<file path="config.mk">
export PLATFORM = sky130hd
export DESIGN_NAME = cover_toggle_drain
export DESIGN_NICKNAME = d
export VERILOG_FILES = /design/src/rtl/cover_drain_pkg.sv /design/src/rtl/cover_lsb_pick.sv /design/src/rtl/cover_toggle_drain.sv
export SDC_FILE = /design/constraint.sdc
export NUM_CORES = 1
export LEC_CHECK = 0
export BUFFER_PORTS_ARGS = -buffer_cell sky130_fd_sc_hd__buf_2
export CAP_MARGIN = 20
export CORE_ASPECT_RATIO = 1.5
export CORE_MARGIN = 3
export CORE_UTILIZATION = 57
export DETAILED_ROUTE_END_ITERATION = 8
export GPL_TIMING_DRIVEN = 0
export PLACE_DENSITY = 0.89
export SETUP_SLACK_MARGIN = 0.5
export SLEW_MARGIN = 0
export SYNTH_ARGS = -nofsm -noshare
export SYNTH_HDL_FRONTEND = slang
export SYNTH_HIERARCHICAL = 1
export SYNTH_SLANG_ARGS = --single-unit
</file>
<file path="constraint.sdc">
create_clock -name clock -period 4.25 [get_ports clock]
set_input_delay 0.6375 -clock clock [delete_from_list [all_inputs] [get_ports clock]]
set_output_delay 0.6375 -clock clock [all_outputs]
set_load 0.005 [all_outputs]
</file>
<file path="src/rtl/cover_drain_pkg.sv">
// cover_drain_pkg
//   Shared types and helpers for the toggle-coverage drain.
//   state_t     : output slot state (EMPTY / FULL)
//   cover_idx_t : global cover index, matches a 64-bit longint index
//   count_w()   : width of a counter able to hold 0..width
package cover_drain_pkg;

   localparam int IDX_W_DEF = 64;

   typedef logic [IDX_W_DEF-1:0] cover_idx_t;

   typedef enum logic [0:0] {
      ST_EMPTY = 1'b0,
      ST_FULL  = 1'b1
   } state_t;

   function automatic int count_w(input int width);
      return (width < 1) ? 1 : $clog2(width + 1);
   endfunction

endpackage

</file>
<file path="src/rtl/cover_lsb_pick.sv">
// cover_lsb_pick
//   Lowest-set-bit encoder.
//   vec    in  WIDTH  candidate bits
//   found  out 1      any bit of vec is set
//   idx    out IW     position of the lowest set bit (0 when none)
//   onehot out WIDTH  vec with only its lowest set bit kept
module cover_lsb_pick #(
   parameter int WIDTH = 29,
   parameter int IW    = (WIDTH > 1) ? $clog2(WIDTH) : 1
) (
   input  logic [WIDTH-1:0] vec,
   output logic             found,
   output logic [IW-1:0]    idx,
   output logic [WIDTH-1:0] onehot
);

   // Two's-complement trick isolates the lowest set bit.
   assign onehot = vec & (~vec + WIDTH'(1));
   assign found  = |vec;

   // Scan from the top so the last match written is the lowest bit.
   always_comb begin
      idx = '0;
      for (int i = WIDTH - 1; i >= 0; i--) begin
         if (vec[i]) idx = IW'(i);
      end
   end

endmodule

</file>
<file path="src/rtl/cover_toggle_drain.sv">
// cover_toggle_drain
//   Collects per-point toggle-coverage hit strobes, remembers each point
//   once, and drains newly covered points lowest-bit-first as global
//   cover indices through a single registered ready/valid slot.
//
//   clock          in   1       rising-edge clock
//   reset          in   1       asynchronous, active-high reset
//   valid          in   WIDTH   per-point hit strobes, sampled every edge
//   clear          in   1       synchronous: forget all recorded coverage
//   out_valid      out  1       slot holds an unreported index
//   out_ready      in   1       sink accepts the slot this cycle
//   out_index      out  IDX_W   COVER_INDEX + bit of the slot
//   covered_count  out  CW      distinct points accepted by the sink
//   all_covered    out  1       every point loaded since reset/clear
module cover_toggle_drain
   import cover_drain_pkg::*;
#(
   parameter int          WIDTH       = 29,
   parameter int unsigned COVER_INDEX = 0,
   parameter int unsigned COVER_TOTAL = 10906,
   parameter int          IDX_W       = 64,
   localparam int         CW          = count_w(WIDTH),
   localparam int         IW          = (WIDTH > 1) ? $clog2(WIDTH) : 1
) (
   input  logic             clock,
   input  logic             reset,
   input  logic [WIDTH-1:0] valid,
   input  logic             clear,
   output logic             out_valid,
   input  logic             out_ready,
   output logic [IDX_W-1:0] out_index,
   output logic [CW-1:0]    covered_count,
   output logic             all_covered
);

   // This instance's index range must fit inside the design's cover space,
   // which also guarantees the index addition never wraps.
   if (longint'(COVER_INDEX) + longint'(WIDTH) > longint'(COVER_TOTAL)) begin : g_range_bad
      $error("cover_toggle_drain: COVER_INDEX+WIDTH exceeds COVER_TOTAL");
   end

   state_t           state;
   logic [WIDTH-1:0] pending;
   logic [WIDTH-1:0] reported;
   // Slot content still belongs to the current epoch; a slot carried across
   // a clear is delivered but not counted.
   logic             slot_counted;

   logic             pick_found;
   logic [IW-1:0]    pick_idx;
   logic [WIDTH-1:0] pick_hot;

   logic             fire;
   logic             load;
   logic [WIDTH-1:0] load_mask;

   // Selection looks only at registered pending; incoming hits wait a cycle.
   cover_lsb_pick #(
      .WIDTH (WIDTH),
      .IW    (IW)
   ) u_pick (
      .vec    (pending),
      .found  (pick_found),
      .idx    (pick_idx),
      .onehot (pick_hot)
   );

   assign out_valid = (state == ST_FULL);
   assign fire      = out_valid & out_ready;

   // The slot can take a new index when empty or when it is being emptied
   // on this edge; clear suppresses loading so nothing stale is picked.
   assign load      = ~clear & pick_found & ((state == ST_EMPTY) | fire);
   assign load_mask = load ? pick_hot : '0;

   // Slot state and contents.
   always_ff @(posedge clock or posedge reset) begin
      if (reset) begin
         state        <= ST_EMPTY;
         out_index    <= '0;
         slot_counted <= 1'b0;
      end else begin
         if (load) begin
            state        <= ST_FULL;
            out_index    <= IDX_W'(COVER_INDEX) + IDX_W'(pick_idx);
            slot_counted <= 1'b1;
         end else begin
            if (fire) state <= ST_EMPTY;
            if (clear) slot_counted <= 1'b0;
         end
      end
   end

   // Sticky hit tracking. A bit loaded on this edge is removed from pending
   // and moved into reported in the same step, so it can never be queued twice.
   always_ff @(posedge clock or posedge reset) begin
      if (reset) begin
         pending     <= '0;
         reported    <= '0;
         all_covered <= 1'b0;
      end else if (clear) begin
         pending     <= '0;
         reported    <= '0;
         all_covered <= 1'b0;
      end else begin
         pending     <= (pending | valid) & ~reported & ~load_mask;
         reported    <= reported | load_mask;
         all_covered <= &(reported | load_mask);
      end
   end

   // Accepted-point counter; bounded by WIDTH since each bit loads at most
   // once per epoch and carried-over slots are excluded.
   always_ff @(posedge clock or posedge reset) begin
      if (reset) begin
         covered_count <= '0;
      end else if (clear) begin
         covered_count <= '0;
      end else if (fire && slot_counted) begin
         covered_count <= covered_count + CW'(1);
      end
   end

endmodule
</file>
==> qor.yml, run 1 <==
run_status: "complete, no violations"
drt_iter0_drc: 398
critPathSlowestCell: "or4_4"
final_util_pct: 70.04
drc: 0
yosys_most_used_dff: "dfrtp_1"
syn2layout_area_growth_pct: 18.97
hold_violations: 0
finalWorstSetupSlack_ps: 801.4
grt_pass1_vias: 3065
hold_ws_ps: 415.1
synth_seq_cells: 71
critPathCaptureType: "flop"
final_common_cell: "nor2_1"
drive_above_1_share_pct: 26.97
cts.htree.levels: 3
synth_area_leader_cell: "dfrtp_1"
grtUsageTotal_pct: 25.09
period_minus_slack_ps: 3449
nFillCells: 523
cts.sinks: 71
hold_buffers: 0
slew_violations: 0
period_share_pct: 81.14
cp_num_buf_inv: 2
syn_area_per_cell_um2: 9.588
cp-start-kind: "flop"
port_buffers: 44
mostFrequentLayoutCells: "nor2_1, dfrtp_1, buf_4, conb_1, buf_2"
floorplan.initialDensity_pct: 58.87
antenna_found_initial: 0
ios: 104
synthDistinctLibCells: 50
cellPowerDensity_nw_per_um2: 325.9
yosys_warnings: 6
core-area_um2: 6531
crit_type: "flop to flop"
wl_mm: 9.207
max_freq_mhz: 290.0
grt_start_max_net_pins: 38
use_met2_pct: 42.00
synthTopCellsByArea: "dfrtp_1, buf_4, nor2_1, nor3b_1, a31oi_1"
final-seq-area_um2: 1777
multi_input_area_um2: 1705
nets: 549
yosysSeqAreaShare_pct: 46.21
dp_slack_ps: 898.5
cts.clk_slew.worst_paths_ps: 70
placed_cell_area_um2: 4398
cts-root-buf: "clkbuf_8"
ir_drop_mv: 0.2096
post_cts_buffers: 0
globalplace.congestion: 0.9528
crit_chain: "nor4_2, nand3_1, or4_4, buf_6, or3_1, nor2b_4, buf_2, nand2_1, mux2_2"
setup_viol: 0
cts_buffers: 9
clock_skew_ps: 8.366
routedWlPerCell_um: 15.47
die-area_um2: 7787
rows: 36
cts_resized: 0
path_max_fanout: 10
drt-pass1-iter-count: 5
min_path_type: "input pin to asynchronous set/reset pin"
rsz0062_at_grt: "false"
syn_area_um2: 3845
cp_top_family: "simple AND/OR/NAND/NOR gates"
grt_util_met1_pct: 28.56
tns_ps: 0
final_area_um2: 4574
worstPathArrival_ps: 3690
die_y_um: 106.6
synth_edf_count: 0
clock_latency_ps: 370
max_cap_violations: 0
cts_tree: "yes"
vias: 3278
synthCells: 401
antenna_left: 0
ys_async_sr_fraction_pct: 100.0
gr-total-overflow: 0
top_usage_layer: "met2"
antennaDiodeCount: 0
grt_pass1_wl_mm: 14.70
worst_pin_slew_ps: 789.0
via_per_inst: 5.509
p_leak_nw: 2.283
hpwl_mm: 6.873
grtUsageMet3_pct: 6.567
max-clock-path-buffers: 2
slew_headroom_pct: 47.32
required_ps: 4490
fp.dieW_um: 73.06
synthDominantCellAreaShare_pct: 46.21
slowest_delay_ps: 550
[sequential cells by signal (all words and copies together), names as in the netlist]
signal         flops
slot_counted       1
out_valid          1
out_index          5
all_covered        1
pending           29
covered_count      5
reported          29
[final cells by class]
cell class	count	area share, %
Buffer	76	11.87
Clock buffer	15	3.857
Inverter	10	0.8206
Multi-Input combinational cell	302	37.28
Sequential cell	71	38.84
Tap cell	76	2.079
Timing Repair Buffer	45	5.252
[cells in the mapped netlist, types with 5 or more instances]
| master | number |
|---|---|
| and3_1 | 6 |
| mux2_2 | 5 |
| nor4_1 | 18 |
| nand2_1 | 7 |
| inv_1 | 10 |
| a31oi_1 | 29 |
| buf_4 | 62 |
| dfrtp_1 | 71 |
| buf_1 | 5 |
| nor2_1 | 81 |
| nor3b_1 | 34 |
[logic make-up after synthesis]
logic type               Yosys count  share of synthesized area, %
XOR/XNOR                           4                        0.9113
buffers and inverters             86                         15.10
AO/OA/AOI/OAI                     47                         7.908
adder cells (fa/ha/maj)            1                        0.3254
AND/OR/NAND/NOR                  185                         27.73
flip-flops                        71                         46.21
other                              1                       0.09753
multiplexers                       6                         1.725
[per-layer routing]
layer | share of wire [%] | vias up | wire length, µm
li1 | - | 1515 | -
met1 | 35 | 1535 | 3257
met2 | 51 | 188 | 4683
met3 | 9.9 | 40 | 909
met4 | 3.9 | 0 | 357
met5 | 0 | - | 0
[final timing paths]
path / from / end / slack, ps / cells after the start
worst max register to register: pending[11] / out_index[0] / 800 / 9
max in group asynchronous: reset / pending[6] / 3190 / 3
min in group clock: reported[22] / reported[22] / 500 / 2
worst max-delay path: pending[11] / out_index[0] / 800 / 9
worst min-delay path: reset / covered_count[2] / 420 / 2
worst min register to register: reported[22] / reported[22] / 500 / 2
[report_power, final]
group / total, mW / internal [mW] / switching [mW]
clock: 0.498 / 0.257 / 0.241
sequential: 0.754 / 0.709 / 0.0450
combinational: 0.238 / 0.112 / 0.126
[through the flow]
stage	std cells	power (mW)
3_3_place_gp	579	0.9853
3_5_place_dp	580	0.9991
6_report	595	1.491
5_1_grt	595	1.554
2_1_floorplan	459	0.9246
4_1_cts	595	1.488
Power figures use the tool's default switching activity.
==> run 2: changes to the inputs <==
--- a/config.mk
+++ b/config.mk
@@ -5,14 +5,15 @@
 export SDC_FILE = /design/constraint.sdc
 export NUM_CORES = 1
 export LEC_CHECK = 0
+export ABC_AREA = 1
 export BUFFER_PORTS_ARGS = -buffer_cell sky130_fd_sc_hd__buf_2
 export CAP_MARGIN = 20
 export CORE_ASPECT_RATIO = 1.5
 export CORE_MARGIN = 3
-export CORE_UTILIZATION = 57
+export CORE_UTILIZATION = 54
 export DETAILED_ROUTE_END_ITERATION = 8
 export GPL_TIMING_DRIVEN = 0
-export PLACE_DENSITY = 0.89
+export PLACE_DENSITY = 0.84
 export SETUP_SLACK_MARGIN = 0.5
 export SLEW_MARGIN = 0
 export SYNTH_ARGS = -nofsm -noshare
==> constraint.sdc (replaced) <==
create_clock -name clock -period 3.5 [get_ports clock]
set_input_delay 0.525 -clock clock [delete_from_list [all_inputs] [get_ports clock]]
set_output_delay 0.525 -clock clock [all_outputs]
set_load 0.005 [all_outputs]
==> run 2 against run 1 <==
  * Global-route usage shrank 3.9 points
  * Critical path depth grew 15
  * Clock-buffer cell count shrank 4
  * Sequential power grew 20%
  * Clock power grew 81%
  * Maximum frequency grew 23%
  * Register-to-register slack lost 90 ps
  * Setup slack lost 94 ps
  * Routed wire length grew 0.96%
  * Non-clock buffer count shrank 5
  * Critical path type unchanged
==> qor.yml, run 2 <==
antenna_found_initial: 0
rsz0062_at_grt: "false"
synth_commonest_cells: "nand2_1, inv_1, nor2_1"
drc: 0
period_share_pct: 79.79
antennaDiodeCount: 0
run_status: "complete, no violations"
yosysSeqAreaShare_pct: 42.93
vias: 3553
cellPowerDensity_nw_per_um2: 425.0
routedWlPerCell_um: 12.38
yosys_warnings: 6
ir_drop_mv: 0.5625
syn_area_per_cell_um2: 7.751
crit_type: "flop to flop"
grtUsageTotal_pct: 21.15
cts-root-buf: "clkbuf_8"
nFillCells: 610
worst_pin_slew_ps: 847.4
syn_area_um2: 4139
hpwl_mm: 7.125
globalplace.congestion: 0.9303
antenna_left: 0
fp.dieW_um: 77.49
mostFrequentLayoutCells: "nand2_1, inv_1, nor2_1, dfrtp_1, buf_4"
ios: 104
cp_top_family: "simple AND/OR/NAND/NOR gates"
hold_ws_ps: 349.6
tns_ps: 0
fin_cells: 751
grt_pass1_wl_mm: 14.68
cp_common_cell: "nand2_1"
cts.sinks: 71
period_minus_slack_ps: 2793
synthTopCellsByArea: "dfrtp_1, buf_4, nand2_1, inv_1, nor2_1"
total_power_mw: 2.116
cts.clk_slew.worst_paths_ps: 80
floorplan.initialDensity_pct: 56.53
cts.htree.levels: 3
grt_start_max_net_pins: 72
synthDominantCellAreaShare_pct: 42.93
synth_edf_count: 0
core-area_um2: 7322
min_path_type: "input pin to asynchronous set/reset pin"
clock_skew_ps: 7.592
max_freq_mhz: 358.1
wl_mm: 9.295
via_per_inst: 4.731
hold_violations: 0
critPathSlowestCell: "dfrtp_1"
synthDistinctLibCells: 33
die_y_um: 113.2
cts_buffers: 9
ys_async_sr_fraction_pct: 100.0
hold_buffers: 0
required_ps: 3760
port_buffers: 43
path_max_fanout: 10
largestRegisters: "pending (29), reported (29)"
dp_cells: 735
syn2layout_area_growth_pct: 20.28
cts_tree: "yes"
drt-pass1-iter-count: 5
gr-total-overflow: 0
synth.most_common_cell: "nand2_1"
max-clock-path-buffers: 2
cp_num_buf_inv: 7
cp-start-kind: "flop"
crit_chain: "nor2_1, nand2_1, nor2_2, nand2_2, nor3_2, inv_2, nor2_2, inv_2, nor2_2, inv_2, nor2_2, nand2_1, inv_1, nor2_8, buf_12, buf_12, nand3_2, nand2_1, nand2_1, inv_1, nand2_1, nor2_1, nand2_1, nor2_1"
slew_violations: 0
setup_viol: 0
critPathCaptureType: "flop"
die-area_um2: 8773
slew_headroom_pct: 43.51
p_leak_nw: 2.743
synth_area_leader_cell: "dfrtp_1"
grt_pass1_vias: 3295
synth_seq_cells: 71
drive_above_1_share_pct: 24.27
max_cap_violations: 0
slowest_delay_ps: 430
cts_resized: 0
nets: 680
final_common_cell: "nand2_1"
rows: 38
post_cts_buffers: 0
worstPathArrival_ps: 3050
synthCells: 534
drt_iter0_drc: 201
clock_latency_ps: 360
yosys_most_used_dff: "dfrtp_1"
run 2: cell count changes in the layout (fill, tap and decap cells not counted), sizes merged, moves of 14 or more:
cell,before,now
nor3b,34,0
inv,10,81
a31oi,29,1
nand2,7,93
nand3,3,32
o21ai,4,34
nor4,20,6
a21oi,4,39
run 2: metal layers:
metal	wire length (µm)	share of wire [%]	global-route usage, %	vias up
met5	0	0	0	-
met2	4951	53	38.72	132
li1	-	-	-	1775
met3	708	7.6	5.812	16
met4	175	1.9	8.195	0
met1	3460	37	22.87	1630
run 2: report_power, final:
| part | internal, mW | switching [mW] |
|---|---|---|
| registers | 0.863 | 0.0412 |
| logic | 0.132 | 0.180 |
| clock network | 0.584 | 0.315 |
run 2: cells by family after synthesis:
| family | after synthesis | synth area share, % |
|---|---|---|
| flip-flops | 71 | 42.93 |
| multiplexers | 5 | 1.360 |
| buffers and inverters | 154 | 20.56 |
| adder cells (fa/ha/maj) | 1 | 0.3022 |
| XOR/XNOR | 1 | 0.2116 |
| other | 1 | 0.09060 |
| AO/OA/AOI/OAI | 76 | 9.371 |
| AND/OR/NAND/NOR | 225 | 25.18 |
run 2: area by class of cell:
class,instances,area [µm²],area share [%]
Clock inverter,5,127.6,2.563
Sequential cell,71,1777,35.69
Inverter,81,306.5,6.157
Multi-Input combinational cell,367,1729,34.73
Timing Repair Buffer,43,215.2,4.323
Buffer,73,546.8,10.98
Tap cell,100,125.1,2.513
Clock buffer,11,151.4,3.041
run 2: worst paths after layout:
kind,from,end,slack (ps),depth (start not counted)
min in group clock,clear,covered_count[2],380,2
hold reg to reg,slot_counted,slot_counted,500,2
setup / recovery,pending[0],all_covered,710,24
setup reg to reg,pending[0],all_covered,710,24
max in group asynchronous,reset,pending[14],2600,2
hold / removal,reset,out_index[1],350,2
run 2: through the flow:
step / util (%) / instance area [µm²] / setup slack (ps)
2_1_floorplan: - / 4357 / 1174
3_3_place_gp: 64.15 / 4697 / 426.9
3_5_place_dp: 64.18 / 4700 / 799.3
4_1_cts: 67.99 / 4979 / 753.8
5_1_grt: 67.99 / 4979 / 503.5
6_report: 67.99 / 4979 / 707.5
